==> config.mk <==
export PLATFORM = sky130hd
export DESIGN_NAME = console_uart_rx
export DESIGN_NICKNAME = d
export VERILOG_FILES = /design/src/rtl/console_pkg.sv /design/src/rtl/console_fifo.sv /design/src/rtl/console_uart_rx.sv
export SDC_FILE = /design/constraint.sdc
export NUM_CORES = 1
export LEC_CHECK = 0
export ABC_AREA = 0
export CORE_UTILIZATION = 65
export DETAILED_ROUTE_END_ITERATION = 10
export PLACE_DENSITY = 0.95
export SLEW_MARGIN = 20
export SYNTH_ARGS = -nofsm -noshare
export SYNTH_HDL_FRONTEND = slang
export SYNTH_HIERARCHICAL = 1
export SYNTH_SLANG_ARGS = --single-unit
==> constraint.sdc <==
create_clock -name CLK -period 5.8 [get_ports CLK]
set_input_delay 1.16 -clock CLK [delete_from_list [all_inputs] [get_ports CLK]]
set_output_delay 1.16 -clock CLK [all_outputs]
set_load 0.01 [all_outputs]
==> src/rtl/console_pkg.sv <==
// Shared types and constants for the console UART receive path.
package console_pkg;
    localparam int CONSOLE_BYTE_W      = 8;
    localparam int CLKS_PER_BIT_115200 = 868;

    typedef enum logic [2:0] {IDLE, START, DATA, STOP, BREAK} rx_state_t;

    typedef struct packed {
        logic                      vld;
        logic [CONSOLE_BYTE_W-1:0] data;
    } rx_byte_t;
endpackage

==> src/rtl/console_fifo.sv <==
// Small synchronous FIFO; a push and a pop in the same cycle both succeed, even when full.
module console_fifo #(
    parameter int DEPTH = 8,
    parameter int WIDTH = 8
) (
    input  logic                   gclk,
    input  logic                   grst_n,
    input  logic                   push,
    input  logic [WIDTH-1:0]       din,
    input  logic                   pop,
    output logic [WIDTH-1:0]       dout,
    output logic                   full,
    output logic                   empty,
    output logic [$clog2(DEPTH):0] count
);
    localparam int AW = $clog2(DEPTH);

    logic [WIDTH-1:0] mem [DEPTH];
    logic [AW-1:0]    rd_ptr, wr_ptr;
    logic             do_pop, do_push;

    assign empty   = (count == '0);
    assign full    = (count == (AW+1)'(DEPTH));
    assign do_pop  = pop && !empty;
    assign do_push = push && (!full || do_pop);
    assign dout    = empty ? '0 : mem[rd_ptr];

    always_ff @(posedge gclk or negedge grst_n) begin
        if (!grst_n) begin
            rd_ptr <= '0;
            wr_ptr <= '0;
            count  <= '0;
        end else begin
            if (do_pop)  rd_ptr <= rd_ptr + 1'b1;
            if (do_push) wr_ptr <= wr_ptr + 1'b1;
            if (do_push && !do_pop)      count <= count + 1'b1;
            else if (do_pop && !do_push) count <= count - 1'b1;
        end
    end

    // Storage needs no reset: dout is forced to zero while empty.
    always_ff @(posedge gclk) begin
        if (do_push) mem[wr_ptr] <= din;
    end
endmodule

==> src/rtl/console_uart_rx.sv <==
// 8N1 UART deserialiser feeding a byte FIFO toward the Wrapper console input.
module console_uart_rx
    import console_pkg::*;
#(
    parameter int CLKS_PER_BIT = CLKS_PER_BIT_115200,
    parameter int FIFO_DEPTH   = 8
) (
    input  logic                      CLK,
    input  logic                      RESETn,
    input  logic                      RX,
    output logic [CONSOLE_BYTE_W-1:0] CONSOLE_IN,
    output logic                      CONSOLE_IN_valid,
    input  logic                      CONSOLE_IN_ack,
    output logic                      OVERRUN,
    output logic                      FRAME_ERR,
    input  logic                      ERR_CLR
);
    localparam int CNT_W = $clog2(CLKS_PER_BIT);
    localparam logic [CNT_W-1:0] HALF_LD = CNT_W'(CLKS_PER_BIT/2 - 1);
    localparam logic [CNT_W-1:0] FULL_LD = CNT_W'(CLKS_PER_BIT - 1);

    logic                      rx_meta, rx_s;
    rx_state_t                 state_q, state_d;
    logic [CNT_W-1:0]          cnt_q, cnt_d;
    logic [2:0]                bit_q, bit_d;
    logic [CONSOLE_BYTE_W-1:0] sh_q, sh_d;
    rx_byte_t                  push_q, push_d;
    logic                      frame_set, overrun_set;
    logic                      fifo_full, fifo_empty;
    logic [$clog2(FIFO_DEPTH):0] fifo_cnt;

    always_ff @(posedge CLK or negedge RESETn) begin
        if (!RESETn) begin
            rx_meta   <= 1'b1;
            rx_s      <= 1'b1;
            state_q   <= IDLE;
            cnt_q     <= '0;
            bit_q     <= '0;
            sh_q      <= '0;
            push_q    <= '0;
            OVERRUN   <= 1'b0;
            FRAME_ERR <= 1'b0;
        end else begin
            rx_meta   <= RX;
            rx_s      <= rx_meta;
            state_q   <= state_d;
            cnt_q     <= cnt_d;
            bit_q     <= bit_d;
            sh_q      <= sh_d;
            push_q    <= push_d;
            // Set beats a same-cycle clear.
            OVERRUN   <= overrun_set | (OVERRUN & ~ERR_CLR);
            FRAME_ERR <= frame_set | (FRAME_ERR & ~ERR_CLR);
        end
    end

    always_comb begin
        state_d   = state_q;
        cnt_d     = cnt_q;
        bit_d     = bit_q;
        sh_d      = sh_q;
        push_d    = '0;
        frame_set = 1'b0;
        case (state_q)
            IDLE: begin
                if (!rx_s) begin
                    cnt_d   = HALF_LD;
                    state_d = START;
                end
            end
            START: begin
                if (cnt_q == '0) begin
                    if (rx_s) begin
                        state_d = IDLE;
                    end else begin
                        state_d = DATA;
                        cnt_d   = FULL_LD;
                        bit_d   = '0;
                    end
                end else begin
                    cnt_d = cnt_q - 1'b1;
                end
            end
            DATA: begin
                if (cnt_q == '0) begin
                    sh_d  = {rx_s, sh_q[CONSOLE_BYTE_W-1:1]};
                    cnt_d = FULL_LD;
                    if (bit_q == 3'd7) state_d = STOP;
                    else               bit_d   = bit_q + 1'b1;
                end else begin
                    cnt_d = cnt_q - 1'b1;
                end
            end
            STOP: begin
                if (cnt_q == '0) begin
                    if (rx_s) begin
                        push_d.vld  = 1'b1;
                        push_d.data = sh_q;
                        state_d     = IDLE;
                    end else begin
                        frame_set = 1'b1;
                        state_d   = BREAK;
                    end
                end else begin
                    cnt_d = cnt_q - 1'b1;
                end
            end
            BREAK: begin
                if (rx_s) state_d = IDLE;
            end
            default: state_d = IDLE;
        endcase
    end

    // A full FIFO can still accept the byte if the Wrapper pops in the same cycle.
    assign overrun_set      = push_q.vld && fifo_full && !CONSOLE_IN_ack;
    assign CONSOLE_IN_valid = !fifo_empty;

    console_fifo #(
        .DEPTH (FIFO_DEPTH),
        .WIDTH (CONSOLE_BYTE_W)
    ) u_fifo (
        .gclk   (CLK),
        .grst_n (RESETn),
        .push   (push_q.vld),
        .din    (push_q.data),
        .pop    (CONSOLE_IN_ack && (fifo_cnt != '0)),
        .dout   (CONSOLE_IN),
        .full   (fifo_full),
        .empty  (fifo_empty),
        .count  (fifo_cnt)
    );
endmodule
# Word level (Yosys, flattened, before mapping)
# Memory sizes are Yosys's and may differ from the RTL's.
# Cells that the tools add are included.
# Widths: inputs -> output; s select.
# word_totals
ff_bits	47
mem_count	1
ramBits	64
input_bits	5
# memory_table
memory	depth	word_bits	rd	rd_ports_with_merged_regs	wr	line_no	rtl
u_fifo.mem	8	8	1	0	1	console_fifo.sv:18	logic [WIDTH-1:0] mem [DEPTH];
# op_classes
n_mux	31
reduce_logical	24
n_addsub	6
n_eq_ne	16
bitwise	5
# ops
op	n
$mux 10	5
$pmux 10 s4	1
$mux 3	11
$mux 9	3
$ne 2x2->1 const B	9
$pmux 3 s5	1
$logic_not 10->1	1
$sub 10x1->10 const B	1
$add 3x1->3 const B	3
$mux 4	2
$mux 8	1
$reduce_bool 4->1	2
$logic_and 1x1->1	7
$eq 3x2->1 const B	2
$eq 3x3->1 const B	2
$pmux 3 s2	1
$reduce_and 6->1	1
$logic_not 1->1	5
$mux 1	5
$reduce_and 5->1	1
$add 4x1->4 const B	1
$eq 4x4->1 const B	1
$logic_not 4->1	1
$reduce_and 4->1	1
11 further kinds	14

# Logic depth before layout (Yosys ltp)
# logic_depth
ltp_word	9
ltp_mapped	9
ltp_nobuf	9

# Cells and area by module
# Netlist, hierarchy kept.
# modules_own_cells
module	area_per_inst_um2	cells_per_inst	seq_area_each_um2	n_inst
console_fifo	3056.7	158	2172.1	1
console_uart_rx	1749.2	155	928.4	1

# Worst setup path before layout
# Ideal clock, no wire load.
# synth_path
path_type	input to register
start	in CONSOLE_IN_ack
end	reg u_fifo.count[3]
setup_ns	0.131
cell_stages	9
t_required_ns	5.669
path_slack_ns	2.707
arrival_time_ns	2.962
n_path_buf	0
path_cell_list	o41a_1 -> o21ai_4 -> inv_1 -> ha_1 -> inv_1 -> ha_1 -> or4_1 -> o211ai_1 -> o211ai_1
# synth_between
elab_chain_len	7
# synth_lines
element	line_no	rtl
start, declared	console_uart_rx.sv:13	input logic CONSOLE_IN_ack,
$logic_and 1x1->1 *	console_uart_rx.sv:127	.pop (CONSOLE_IN_ack && (fifo_cnt != '0)),
$logic_and 1x1->1 *	console_fifo.sv:24	assign do_pop = pop && !empty;
$logic_or 1x1->1 *	console_fifo.sv:25	assign do_push = push && (!full || do_pop);
$logic_and 1x1->1 *	console_fifo.sv:25	
via u_fifo.do_push	console_fifo.sv:20	logic do_pop, do_push;
$logic_not 1->1	console_fifo.sv:37	else if (do_pop && !do_push) count <= count - 1'b1;
$logic_and 1x1->1	console_fifo.sv:37	
$reduce_bool 2->1 (no line)	n/a	
end signal, assigned	console_fifo.sv:36	if (do_push && !do_pop) count <= count + 1'b1;
end signal, assigned	console_fifo.sv:37	
end, declared	console_fifo.sv:14	output logic [$clog2(DEPTH):0] count
# Mark *: on every way through the listed nets, which the timed path passes. The rest lies on a longest branch.
# A chain may end at the register's enable or synchronous reset.

# Worst setup path after layout
# layout_path
start	reg u_fifo.count[0]
end	out CONSOLE_IN[7]
# layout_between
elab_chain_len	2
# layout_lines
element	line_no	rtl
$logic_not 4->1	console_fifo.sv:22	assign empty = (count == '0);
via fifo_empty	console_uart_rx.sv:29	logic fifo_full, fifo_empty;
$mux 8	console_fifo.sv:26	assign dout = empty ? '0 : mem[rd_ptr];
end, declared	console_uart_rx.sv:11	output logic [CONSOLE_BYTE_W-1:0] CONSOLE_IN,
# The timed path passes the listed nets, and every way through them passes these cells.

==> impl_metrics.ini <==
[clock_network]
cts-hold-fix-buffers = 0
clock_latency_ps = 360
clkTransAtPathRegs_ps = 100
cts-root-buf = clkbuf_8
postCtsSetupRepairBufs = 0
cts_tree = built
cts-resized-gates = 0
clk_path_buf_depth = 2
h-tree-depth = 3
cts-buffers-inserted = 9
clock_sinks = 111

[sta]
fmax_mhz = 273.1
worst_slack_ps = 2138
fin_crit_ps = 3662
max-slew-margin-rel_pct = 33.05
setup_viol = 0
rsz0062_at_grt = no
max_slew.worst_pin.slew_ps = 1000
hold_viol = 0
finalMaxSlewViolations = 0
skew_ps = 9.997
timing.final.crit_share_pct = 63.13
tns_ps = 0

[synth]
ys_ff_latch = 111
ys_async_sr_fraction_pct = 42.34
postSynthCellCount = 313
synth-main-ff-cell = edfxtp_1
synth_edf_count = 64
avgSynthCellArea_sq_um = 15.35
synth.net_count = 328
yosys_warnings = 6
synth_cell_type_count = 64
syn_area_sq_um = 4806
yosysSeqAreaShare_pct = 64.51

[hold_path]
hold_end = rx_s
hold_class = reg -> reg
min_path_cells = 0
hp-start = rx_meta

[global_route]
overflow = 0
grt_pass1_wl_mm = 13.55
grt_max_degree = 48
grt_antenna_before_repair = 0
grt_pass1_vias = 2728
globalRouteTotalUtil_pct = 24.62

[placed_design]
gp_congestion = 0.9023
dpl.cell_count = 416
port_buffers = 15
dpl.hpwl_mm = 5.544
dpl_cell_area_sq_um = 5012
dp_slack_ps = 2024

[setup_path]
rrSetupSlack_ps = 2730
rr_startpoint = u_fifo/count[1]
r2r-end = u_fifo/count[3]
critPathLaunchType = flop
crit_required_ps = 4640
reg2reg_depth = 9
worstPathArrival_ps = 2500
crit_buf_inv = 2
crit_family = simple AND/OR/NAND/NOR gates
slowest_stage = nor2_1
max_stage_delay_ps = 580
cp_cell_sequence = or4_4 > inv_1 > nor2_1 > a22o_1 > clkdlybuf4s50_1
criticalPathCategory = reg -> out
critPathMaxFanout = 8
cp-end-kind = primary output

[status]
status = finished clean

[flow_run]
drv_cap = 0

[floorplan]
fp.dieArea_sq_um = 7741
io_pins = 16
num_rows = 30
die_h_microns = 87.99
start_util_pct = 68.84
core_area_sq_um = 6982
fp.dieW_microns = 87.99

[route]
viasPerCell = 6.134
ant_nets = 0
drt_iter0_markers = 116
wire_per_inst_microns = 19.47
post-route-drc-count = 0
drt_first_pass_iters = 5
vias = 2650
drt-total-wl_mm = 8.409

[layout]
fill_cells = 437
finalNonFillerCells = 432
diodes = 0
drive_above_1_share_pct = 20.54
nets = 346
multiInputGateArea_sq_um = 1579
seq_area_sq_um = 3102
area_growth_pct = 8.357
stdcell_area_sq_um = 5207

[power]
power.total_uw = 1269
leakage_uw = 0.002120
ir_drop_uv = 152.8
powerDensity_nw_per_um2 = 243.7
## cell type report
cell class,instances,share of cell area (%)
Multi-Input combinational cell,179,30.32
Timing Repair Buffer,19,3.412
Sequential cell,111,59.56
Inverter,11,0.7929
Clock buffer,9,2.379
Tap cell,96,2.307
Clock inverter,7,1.225
## metal layers
layer | share of wire (%) | wire (microns) | vias to the layer above | GRT usage (%)
met5 | 0 | 0 | - | 0
met4 | 1.0 | 88 | 0 | 8.644
met3 | 4.7 | 393 | 10 | 4.618
met2 | 54 | 4571 | 72 | 44.82
met1 | 40 | 3355 | 1329 | 29.34
li1 | - | - | 1239 | -
## how the worst max path moves through the flow
stage                                 from              end  slack (ps)  depth (start not counted)
after global placement      CONSOLE_IN_ack  u_fifo/count[3]        2170                         10
after floorplan             CONSOLE_IN_ack  u_fifo/count[3]        2710                          9
after detailed placement    CONSOLE_IN_ack  u_fifo/count[3]        2020                          9
final                      u_fifo/count[0]    CONSOLE_IN[7]        2140                          5
after CTS                 u_fifo/rd_ptr[0]    CONSOLE_IN[1]        1780                          3
after global routing       u_fifo/count[0]    CONSOLE_IN[5]        2020                          5
## report_power, final
group / switching, uW / leakage [uW] / total (uW) / internal, uW
combinational: 7.04 / 0.000658 / 9.62 / 2.58
clock: 264 / 0.0000899 / 430 / 165
sequential: 0.743 / 0.00137 / 830 / 829
total: 272 / 0.00212 / 1270 / 997
## kinds of logic (layout without fill, tap and decap cells)
kind of cell    count (synthesis)  in the layout  share of synthesized area [%]
flops                         111            111                          64.51
simple gates                   77             77                          9.321
compound gates                 56             56                          8.644
mux                            29             29                          10.67
buf+inv                        23             46                          2.811
fa+ha+maj                      10             10                          2.760
xor+xnor                        7              7                          1.276
## per-stage QoR
step	utilization [%]	hold WS, ps
2_1_floorplan	-	345.2
3_5_place_dp	71.79	349.7
6_report	74.59	370.8
3_3_place_gp	71.79	346.8
4_1_cts	74.48	371.1
5_1_grt	74.59	373.5
## sequential cells by signal (all words and copies together), names as in the netlist
register and flops:
push_q 9, sh_q 8, u_fifo/mem 64, state_q 3, cnt_q 10, u_fifo/wr_ptr 3
bit_q 3, u_fifo/count 4, u_fifo/rd_ptr 3, FRAME_ERR 1, OVERRUN 1, rx_meta 1
rx_s 1
## synthesized netlist by cell type (2+ instances only)
cell      number  area (sq um)
o21ai_0        9         45.04
nor4_1         3         18.77
a21oi_1       12         60.06
and2_1         9         56.30
mux2_2        10         112.6
a22o_1         8         70.07
buf_2          2         10.01
or2_2          2         12.51
buf_4          2         15.01
xnor2_1        6         52.55
or3_1          2         12.51
o211ai_1       4         30.03
dfstp_2        2         52.55
nand2b_1       4         25.02
dfrtp_1       45          1126
a221o_1        2         20.02
edfxtp_1      64          1922
nor3_1         8         40.04
o22a_1         2         17.52
a22o_2         2         20.02
ha_1           9         112.6
mux2_4         2         30.03
inv_1         11         41.29
nand2_1       11         41.29
nor2b_1        2         12.51
nand3_1        6         30.03
buf_6          5         56.30
mux4_2        16         360.4
nor2_1        16         60.06
a31oi_1        3         18.77
## layout by cell type (no fill, tap or decap), types with 3 or more instances in the layout
master	n
a21oi_1	12
a22o_1	8
a31oi_1	3
and2_1	9
buf_4	5
clkbuf_8	9
clkdlybuf4s50_1	14
dfrtp_1	44
edfxtp_1	64
ha_1	9
inv_1	11
mux2_2	10
mux4_2	16
nand2_1	11
nand2b_1	4
nand3_1	6
nor2_1	16
nor3_1	7
nor4_1	3
o211ai_1	4
o21ai_0	9
xnor2_1	6
(Power assumes the default switching activity.)
